### src/rtl/float_to_iq_stream_pkg.sv
// -----------------------------------------------------------------------------
// float_to_iq_stream_pkg
// Purpose : IEEE-754 single-precision field constants shared by the float to
//           fixed-point I/Q stream converter and its per-component lanes.
// Ports   : none (package).
// -----------------------------------------------------------------------------
package float_to_iq_stream_pkg;

    localparam int FP_EXP_W   = 8;    // exponent field width
    localparam int FP_MAN_W   = 23;   // stored mantissa width (hidden bit excluded)
    localparam int FP_BIAS    = 127;  // exponent bias
    localparam int FP_EXP_INF = 255;  // exponent code for Inf/NaN

endpackage

### src/rtl/float_to_fixed_lane.sv
// -----------------------------------------------------------------------------
// float_to_fixed_lane
// Purpose : Converts one float32 component to a WIDTH-bit two's-complement
//           value scaled by 2^(WIDTH-1) * 2^scale_exp. Round to nearest, ties
//           away from zero, symmetric clamp to +/-(2^(WIDTH-1)-1).
//           Three register stages, all advanced by en:
//             S1 field decode + effective shift, S2 barrel shift + guard bit,
//             S3 round, saturate, negate.
// Ports   : clk, reset (sync, active-high; clears the output register only)
//           en         - pipeline advance enable
//           fp         - float32 input
//           scale_exp  - signed power-of-two gain, used in S1
//           val        - signed fixed-point result (S3 register)
//           sat        - result was clamped (S3 register)
// -----------------------------------------------------------------------------
module float_to_fixed_lane
    import float_to_iq_stream_pkg::*;
#(
    parameter int WIDTH = 16
) (
    input  logic                    clk,
    input  logic                    reset,
    input  logic                    en,
    input  logic [31:0]             fp,
    input  logic signed [7:0]       scale_exp,
    output logic signed [WIDTH-1:0] val,
    output logic                    sat
);

    localparam int MAN_FULL_W = FP_MAN_W + 1;
    // Value in output LSBs is M * 2^sh with M the 24-bit significand and
    // sh = exp - bias - 23 + (WIDTH-1) + scale_exp.
    localparam logic signed [10:0] SH_OFS = 11'(WIDTH - 1 - FP_BIAS - FP_MAN_W);
    localparam logic [MAN_FULL_W-1:0] MAX_MAG = MAN_FULL_W'((1 << (WIDTH - 1)) - 1);

    // Round half away from zero on the magnitude, clamp, then apply sign.
    // Returns {sat, value}.
    function automatic logic [WIDTH:0] round_sat(
        input logic                  sign,
        input logic [MAN_FULL_W-2:0] mag,
        input logic                  guard,
        input logic                  ovf
    );
        logic [MAN_FULL_W-1:0] rnd;
        logic                  s;
        logic [WIDTH-1:0]      m;
        logic [WIDTH-1:0]      v;
        rnd = {1'b0, mag} + MAN_FULL_W'(guard);
        s   = ovf || (rnd > MAX_MAG);
        m   = s ? MAX_MAG[WIDTH-1:0] : rnd[WIDTH-1:0];
        v   = sign ? (~m + 1'b1) : m;
        return {s, v};
    endfunction

    // ---------------- S1: field decode and effective exponent ----------------
    logic [FP_EXP_W-1:0]   exp_f;
    logic [FP_MAN_W-1:0]   man_f;
    logic signed [10:0]    sh_c;
    logic                  is_special;

    assign exp_f      = fp[30:23];
    assign man_f      = fp[22:0];
    assign is_special = (exp_f == FP_EXP_W'(FP_EXP_INF));
    assign sh_c       = $signed({3'b000, exp_f}) + $signed({{3{scale_exp[7]}}, scale_exp}) + SH_OFS;

    logic                  sign_p0;
    logic [MAN_FULL_W-1:0] man_p0;
    logic signed [10:0]    sh_p0;
    logic                  zero_p0;   // zero, denormal or NaN: forces 0
    logic                  inf_p0;

    always_ff @(posedge clk) begin
        if (en) begin
            sign_p0 <= fp[31];
            man_p0  <= {1'b1, man_f};
            sh_p0   <= sh_c;
            zero_p0 <= (exp_f == '0) || (is_special && (man_f != '0));
            inf_p0  <= is_special && (man_f == '0);
        end
    end

    // ---------------- S2: barrel shift with guard bit ----------------
    // One bit less than the full right shift is applied so the LSB of the
    // shifted significand is the guard (half-LSB) bit. Any non-negative sh
    // gives at least 2^23 LSBs, which exceeds the clamp for every WIDTH.
    logic [10:0]           rsh_c;
    logic [MAN_FULL_W-1:0] shifted_c;
    logic                  ovf_c;

    assign rsh_c     = $unsigned(-sh_p0 - 11'sd1);
    assign shifted_c = (rsh_c >= 11'd24) ? '0 : (man_p0 >> rsh_c[4:0]);
    assign ovf_c     = inf_p0 || (!zero_p0 && !sh_p0[10]);

    logic                  sign_p1;
    logic [MAN_FULL_W-2:0] mag_p1;
    logic                  guard_p1;
    logic                  ovf_p1;

    always_ff @(posedge clk) begin
        if (en) begin
            sign_p1  <= sign_p0;
            mag_p1   <= zero_p0 ? '0 : shifted_c[MAN_FULL_W-1:1];
            guard_p1 <= zero_p0 ? 1'b0 : shifted_c[0];
            ovf_p1   <= ovf_c;
        end
    end

    // ---------------- S3: round, saturate, negate ----------------
    logic [WIDTH:0] res_c;
    assign res_c = round_sat(sign_p1, mag_p1, guard_p1, ovf_p1);

    always_ff @(posedge clk) begin
        if (reset) begin
            val <= '0;
            sat <= 1'b0;
        end else if (en) begin
            val <= $signed(res_c[WIDTH-1:0]);
            sat <= res_c[WIDTH];
        end
    end

endmodule

### src/rtl/float_to_iq_stream.sv
// -----------------------------------------------------------------------------
// float_to_iq_stream
// Purpose : AXI-stream converter from packed float32 I/Q pairs to packed
//           WIDTH-bit two's-complement I/Q, with a runtime power-of-two gain
//           and a saturating count of clamped output samples.
// Ports   : clk, reset (sync, active-high)
//           i_tdata {I[63:32], Q[31:0]} float32, i_tvalid, i_tlast, i_tready
//           o_tdata {I, Q} fixed point, o_tvalid, o_tlast, o_tready
//           scale_exp   - signed gain exponent, sampled with the input
//           clear_stats - synchronous clear of sat_count (wins over increment)
//           sat_count   - output handshakes with I or Q saturated, sticks at max
// -----------------------------------------------------------------------------
module float_to_iq_stream
    import float_to_iq_stream_pkg::*;
#(
    parameter int WIDTH     = 16,
    parameter int SAT_CNT_W = 32
) (
    input  logic                   clk,
    input  logic                   reset,
    input  logic [63:0]            i_tdata,
    input  logic                   i_tvalid,
    input  logic                   i_tlast,
    output logic                   i_tready,
    output logic [2*WIDTH-1:0]     o_tdata,
    output logic                   o_tvalid,
    output logic                   o_tlast,
    input  logic                   o_tready,
    input  logic signed [7:0]      scale_exp,
    input  logic                   clear_stats,
    output logic [SAT_CNT_W-1:0]   sat_count
);

    // A single enable moves the whole pipeline; it is high whenever the
    // output register is empty or being consumed, so bubbles collapse.
    logic en;
    assign en       = o_tready | ~o_tvalid;
    assign i_tready = en;

    logic signed [WIDTH-1:0] val_i, val_q;
    logic                    sat_i, sat_q;

    float_to_fixed_lane #(.WIDTH(WIDTH)) u_lane_i (
        .clk       (clk),
        .reset     (reset),
        .en        (en),
        .fp        (i_tdata[63:32]),
        .scale_exp (scale_exp),
        .val       (val_i),
        .sat       (sat_i)
    );

    float_to_fixed_lane #(.WIDTH(WIDTH)) u_lane_q (
        .clk       (clk),
        .reset     (reset),
        .en        (en),
        .fp        (i_tdata[31:0]),
        .scale_exp (scale_exp),
        .val       (val_q),
        .sat       (sat_q)
    );

    assign o_tdata = {val_i, val_q};

    // ---------------- valid / last pipeline (S1, S2, S3) ----------------
    logic vld_p0, vld_p1;
    logic last_p0, last_p1;

    always_ff @(posedge clk) begin
        if (reset) begin
            vld_p0   <= 1'b0;
            vld_p1   <= 1'b0;
            o_tvalid <= 1'b0;
            last_p0  <= 1'b0;
            last_p1  <= 1'b0;
            o_tlast  <= 1'b0;
        end else if (en) begin
            vld_p0   <= i_tvalid;
            vld_p1   <= vld_p0;
            o_tvalid <= vld_p1;
            last_p0  <= i_tvalid & i_tlast;
            last_p1  <= last_p0;
            o_tlast  <= last_p1;
        end
    end

    // ---------------- saturation statistics ----------------
    always_ff @(posedge clk) begin
        if (reset || clear_stats) begin
            sat_count <= '0;
        end else if (o_tvalid && o_tready && (sat_i || sat_q) && (sat_count != '1)) begin
            sat_count <= sat_count + 1'b1;
        end
    end

endmodule
### config.mk
export PLATFORM = sky130hd
export DESIGN_NAME = float_to_iq_stream
export DESIGN_NICKNAME = d
export VERILOG_FILES = /design/src/rtl/float_to_iq_stream_pkg.sv /design/src/rtl/float_to_fixed_lane.sv /design/src/rtl/float_to_iq_stream.sv
export SDC_FILE = /design/constraint.sdc
export NUM_CORES = 1
export LEC_CHECK = 0
export BUFFER_PORTS_ARGS = -buffer_cell sky130_fd_sc_hd__buf_2
export CORE_UTILIZATION = 48
export DETAILED_ROUTE_END_ITERATION = 16
export HOLD_SLACK_MARGIN = 0.02
export PLACE_DENSITY_LB_ADDON = 0.05
export SETUP_SLACK_MARGIN = 0.4
export SKIP_CTS_REPAIR_TIMING = 1
export SLEW_MARGIN = 20
export SYNTH_ARGS = -nofsm -noshare
export SYNTH_HDL_FRONTEND = slang
export SYNTH_SLANG_ARGS = --single-unit
### constraint.sdc
create_clock -name clk -period 6.1 [get_ports clk]
set_clock_uncertainty 0.15 [all_clocks]
set_input_delay 0.915 -clock clk [delete_from_list [all_inputs] [get_ports clk]]
set_output_delay 0.915 -clock clk [all_outputs]
set_load 0.005 [all_outputs]
Word level (Yosys, flattened, before mapping)
Cells that the tools add are included.
{"block": "totals", "n_memories": 0, "latch_bits": 0, "ff_bits": 198, "elab_cells": 89, "out_inout_bits": 67, "rom_bits": 0, "ramBits": 0, "in_bits": 78}
{"block": "op_classes", "eq_ne": 3, "mul": 0, "n_mux": 4, "magnitude_cmp": 4, "add_sub_neg": 13, "n_div": 0, "n_bitwise": 5, "n_reduce_logical": 29, "shifts": 2}
{"op": "16-bit two-way mux", "n": 4}
{"op": "23-bit by 1-bit adder with 24-bit output", "n": 2}
{"op": "24-bit by 15-bit greater-than comparator with 1-bit output (second input constant)", "n": 2}
{"op": "24-bit by 5-bit right shift with 24-bit output", "n": 2}
{"op": "23-bit zero test", "n": 2}
{"op": "23-bit nonzero test", "n": 2}
{"op": "16-bit by 1-bit adder with 16-bit output (second input constant)", "n": 2}
{"op": "32-bit by 1-bit adder with 32-bit output (second input constant)", "n": 1}
{"op": "32-bit != test (second input constant)", "n": 1}
{"op": "16-bit inverter", "n": 2}
{"op": "11-bit by 9-bit adder with 11-bit output (second input constant)", "n": 2}
{"op": "11-bit by 5-bit >= comparator with 1-bit output (second input constant)", "n": 2}
{"op": "11-bit negation", "n": 2}
{"op": "11-bit by 2-bit subtractor with 11-bit output (second input constant)", "n": 2}
{"op": "9-bit by 8-bit adder with 10-bit output", "n": 2}
{"op": "8-bit equality test (second input constant)", "n": 2}
{"op": "8-bit zero test", "n": 2}
{"op": "1-bit logical AND", "n": 9}
{"op": "1-bit logical OR", "n": 8}
{"op": "1-bit zero test", "n": 4}
{"op": "2-bit OR reduction", "n": 2}
{"op": "1-bit AND", "n": 1}
{"op": "1-bit inverter", "n": 1}
{"op": "1-bit bitwise OR", "n": 1}

Logic depth before layout (Yosys ltp)
{"block": "logic_depth", "depth_word": 7, "mapped_depth": 19, "ltp_nobuf": 16}

Cells and area by module
Synthesis repeated with hierarchy kept, for this count alone.
{"block": "unflattened", "hier_cells": 1329, "area_unflattened_um2": 12479.5}
{"mod": "float_to_fixed_lane (u_lane_q)", "cells_each": 548, "area_per_inst_um2": 5298.8, "seq_area_each_um2": 2232.1, "n_inst": 1}
{"mod": "float_to_fixed_lane (u_lane_i)", "cells_each": 554, "area_per_inst_um2": 5287.6, "seq_area_each_um2": 2232.1, "n_inst": 1}
{"mod": "float_to_iq_stream", "cells_each": 227, "area_per_inst_um2": 1893.1, "seq_area_each_um2": 760.7, "n_inst": 1}

Worst setup path after synthesis
Ideal clock, no wire load.
{"block": "synth_timing", "path_kind": "in2out", "start": "in o_tready", "end": "out i_tready", "arrival_time_ns": 4.857, "t_required_ns": 5.035, "stages": 4, "setup_slack_ns": 0.178, "n_path_buf": 2, "path_cell_list": "nor2b_1 clkbuf_1 inv_2 buf_1"}
{"block": "synth_via", "elab_chain_len": 1}
{"element": "start: declaration", "line": "float_to_iq_stream.sv:28", "text": "input logic o_tready,"}
{"element": "1-bit bitwise OR", "line": "float_to_iq_stream.sv:37", "text": "assign en = o_tready | ~o_tvalid;"}
{"element": "end: declaration", "line": "float_to_iq_stream.sv:24", "text": "output logic i_tready,"}
Every way passes these cells.

Worst setup path after layout
{"block": "layout_timing", "start": "reg u_lane_q.guard_p1", "end": "reg u_lane_q.val[12]"}
{"block": "layout_via", "elab_chain_len": 7}
{"element": "start: declaration", "line": "float_to_fixed_lane.sv:96", "text": "logic guard_p1;"}
{"element": "start signal: assignment", "line": "float_to_fixed_lane.sv:103", "text": "guard_p1 <= zero_p0 ? 1'b0 : shifted_c[0];"}
{"element": "23-bit by 1-bit adder with 24-bit output (*)", "line": "float_to_fixed_lane.sv:48", "text": "rnd = {1'b0, mag} + MAN_FULL_W'(guard);"}
{"element": "24-bit by 15-bit greater-than comparator with 1-bit output", "line": "float_to_fixed_lane.sv:49", "text": "s = ovf || (rnd > MAX_MAG);"}
{"element": "1-bit logical OR", "line": "float_to_fixed_lane.sv:49"}
{"element": "16-bit two-way mux (*)", "line": "float_to_fixed_lane.sv:50", "text": "m = s ? MAX_MAG[WIDTH-1:0] : rnd[WIDTH-1:0];"}
{"element": "16-bit inverter", "line": "float_to_fixed_lane.sv:51", "text": "v = sign ? (~m + 1'b1) : m;"}
{"element": "16-bit by 1-bit adder with 16-bit output", "line": "float_to_fixed_lane.sv:51"}
{"element": "16-bit two-way mux (*)", "line": "float_to_fixed_lane.sv:51"}
{"element": "end signal: assignment", "line": "float_to_fixed_lane.sv:117", "text": "val <= $signed(res_c[WIDTH-1:0]);"}
{"element": "end: declaration", "line": "float_to_fixed_lane.sv:26", "text": "output logic signed [WIDTH-1:0] val,"}
Every way passes the cells marked *; elsewhere a longest branch is shown, timed or not.
A chain may end at the register's enable or synchronous reset.

==> impl_metrics.yaml <==
synth:
  async_flop_share_pct: 0
  yosysSeqAreaShare_pct: 42.5
  ys_ff_latch: 198
  synth_area_per_cell_um2: 9.54
  netlist_instances: 1289
  synth_ff_type: "edfxtp_1"
  yosys.area.top_type: "edfxtp_1"
  synth.cell_area_um2: 12300
  synth_edf_count: 126
  synth_cell_types: 79
  synth_top_area_share_pct: 30.8
  yosys_warnings: 0
  syn_nets: 1396
  synthTopCellsByArea: "edfxtp_1 (31%), dfxtp_1 (12%), mux2i_1 (4.5%)"
global_routing:
  grt_pass1_vias: 8844
  grt_start_max_net_pins: 121
  overflow: 0
  grt_use_total_pct: 20.5
  grt_pass1_wl_um: 44100
  antenna_found_initial: 0
power:
  total_power_uw: 3810
  power_per_cell_area_nw_per_um2: 278
  irDropWorstVdd_mv: 0.192
  p_leak_uw: 0.00550
setup_path:
  slowest_delay_ns: 0.54
  crit_cells: 16
  cp_max_fo: 13
  critPathBufInv: 1
  r2r_slack_ns: 0.96
  critical_path_class: "flop to flop"
  end_kind: "flop"
  cpMaxStageDelayCell: "or4_4"
  timing.rr.end: "u_lane_q.val[12]$_SDFFE_PP0P_"
  cp.arrival_ns: 5.33
  worstPathRequired_ns: 6.29
  ff2ff_path_depth: 16
  r2r-start: "u_lane_q.guard_p1$_SDFFCE_PP0P_"
  worstPathCellList: "ha_1 > ha_1 > nand2_1 > or4_4 > or4_4 > xor2_2 > nand4_1 > nor2_1 > ha_1 > inv_1 > nor2_1 > o21ai_0 > or2_2 > or3_1 > a21o_1 > a311oi_1"
  cpMostUsedCell: "ha_1"
  cp-start-kind: "flop"
  crit_family: "simple AND/OR/NAND/NOR gates"
routing:
  drt-pass1-iter-count: 5
  initialDrtViolationCount: 626
  drt-vias-per-instance: 5.65
  wl_um: 26900
  vias: 9754
  drc_errors: 0
  ant_nets: 0
  wl_per_cell_um: 15.6
layout:
  antennaDiodeCount: 0
  area_growth_pct: 11.3
  final_layout_size_suffix_gt1_share_pct: 16.9
  layout.nets: 1491
  design_area_um2: 13700
  instances_no_fill: 1727
floorplanning:
  die_h_um: 162
  dieArea_um2: 26300
  initial_core_util_pct: 48.8
  num_rows: 58
  die-width_um: 162
  io_pins: 145
  core_area_um2: 25200
placement:
  gp_congestion: 0.868
  place_inst: 1694
  placed_area_um2: 13100
  port_buffers: 144
  dp_slack_ns: 0.972
  place_hpwl_um: 20000
clocking:
  cts.clk_slew.worst_paths_ns: 0.08
  cts_tree: "yes"
  cts_root_buf: "clkbuf_16"
  cts_sinks: 198
  cts_buffer_depth: 2
  insertion_delay_ns: 0.43
  numCtsBuffers: 17
  h-tree-depth: 4
timing:
  fin_setup_tns_ns: 0
  rsz0062_at_grt: "no"
  hold_viol: 0
  fin_ws_ns: 0.962
  worst_pin_slew_ns: 1.01
  min_period_over_period_pct: 84.2
  finalMaxSlewViolations: 0
  post-route-min-period_ns: 5.14
  relSlewSlack_pct: 32.1
  setup_violations: 0
  fmax_mhz: 195
worst_hold_path:
  min_delay_worst_endpoint: "u_lane_i.sign_p1$_DFFE_PP_"
  hold_class: "flop to flop"
  min_path_cells: 0
  hold_start: "u_lane_i.sign_p0$_DFFE_PP_"
status:
  outcome: "finished clean"
run:
  maxCapViolations: 0
## cell usage after synthesis (32+ instances only)
cell type / number
nor2_1: 138
edfxtp_1: 126
nand2_1: 117
dfxtp_1: 72
a21oi_1: 68
mux2i_1: 55
o21ai_0: 47
xor2_1: 47
clkbuf_1: 45
nand3_1: 41
a211oi_1: 40
xnor2_1: 39
nor3_1: 38
nand4_1: 36
nor4_1: 32
## layout make-up
cell class / instances / area (um2)
Fill cell: 2322 / 11500
Multi-Input combinational cell: 988 / 6600
Sequential cell: 198 / 5230
Timing Repair Buffer: 149 / 766
Clock buffer: 17 / 425
Tap cell: 330 / 413
Clock inverter: 15 / 131
Inverter: 30 / 118
## sequential cells by signal (all words and copies together), names as in the netlist, 11 cells and up
signal           cells
u_lane_q.val        16
u_lane_i.val        16
u_lane_i.man_p0     23
sat_count           32
u_lane_i.mag_p1     23
u_lane_i.sh_p0      11
u_lane_q.mag_p1     23
u_lane_q.sh_p0      11
u_lane_q.man_p0     23
## layout by cell type, fill, tap and decap left out, drive strengths merged, types with 11 or more instances in the layout
| cell type | n |
|---|---|
| nor2 | 138 |
| xnor2 | 39 |
| nand4 | 36 |
| nor4 | 33 |
| nor3 | 38 |
| nand2 | 117 |
| nand2b | 17 |
| mux2i | 55 |
| a21oi | 68 |
| a211oi | 43 |
| nand3 | 43 |
| buf | 149 |
| and3 | 27 |
| edfxtp | 126 |
| o21ai | 47 |
| xor2 | 48 |
| clkbuf | 17 |
| a21o | 19 |
| nor2b | 11 |
| and4 | 11 |
| ha | 27 |
| mux4 | 13 |
| o211ai | 24 |
| and2 | 16 |
| inv | 38 |
| dfxtp | 72 |
## logic make-up (layout without fill, tap and decap cells)
| logic type | count (synthesis) | count (layout) | synth area share [%] |
|---|---|---|---|
| simple gates | 515 | 515 | 21.0 |
| compound gates | 281 | 281 | 15.8 |
| flops | 198 | 198 | 42.5 |
| buf+inv | 103 | 211 | 3.82 |
| xor+xnor | 87 | 87 | 6.26 |
| mux | 76 | 76 | 7.59 |
| fa+ha+maj | 29 | 29 | 3.07 |
## through the flow
| stage | hold WS (ns) | utilization, % |
|---|---|---|
| after detailed placement | 0.257 | 52.1 |
| after global placement | 0.258 | 52.1 |
| after CTS | 0.274 | 54.3 |
| after global routing | 0.294 | 54.3 |
| after floorplan | 0.250 | - |
| final | 0.276 | 54.3 |
## report_power, final
part | switching (uW) | leakage [uW] | internal [uW]
combinational | 549 | 0.00324 | 445
sequential | 177 | 0.00200 | 1570
clock | 532 | 0.000269 | 540
## routing by layer
layer	up-vias	global-route usage (%)	routed length [um]
li1	5027	-	-
met4	0	5.23	247
met2	205	30.7	11500
met5	-	0	0
met1	4505	31.0	14200
met3	17	2.94	1020
## worst max-delay path by stage
| stage | slack [ns] | to | start |
|---|---|---|---|
| 5_1_grt | 0.66 | u_lane_q.val[12]$_SDFFE_PP0P_ | u_lane_q.guard_p1$_SDFFCE_PP0P_ |
| 3_5_place_dp | 0.97 | u_lane_q.val[12]$_SDFFE_PP0P_ | u_lane_q.guard_p1$_SDFFCE_PP0P_ |
| 6_report | 0.96 | u_lane_q.val[12]$_SDFFE_PP0P_ | u_lane_q.guard_p1$_SDFFCE_PP0P_ |
| 2_1_floorplan | 0.46 | i_tready | o_tready |
| 4_1_cts | 0.96 | u_lane_q.val[12]$_SDFFE_PP0P_ | u_lane_q.guard_p1$_SDFFCE_PP0P_ |
| 3_3_place_gp | 1.13 | u_lane_q.val[12]$_SDFFE_PP0P_ | u_lane_q.guard_p1$_SDFFCE_PP0P_ |
(Power assumes the default switching activity.)
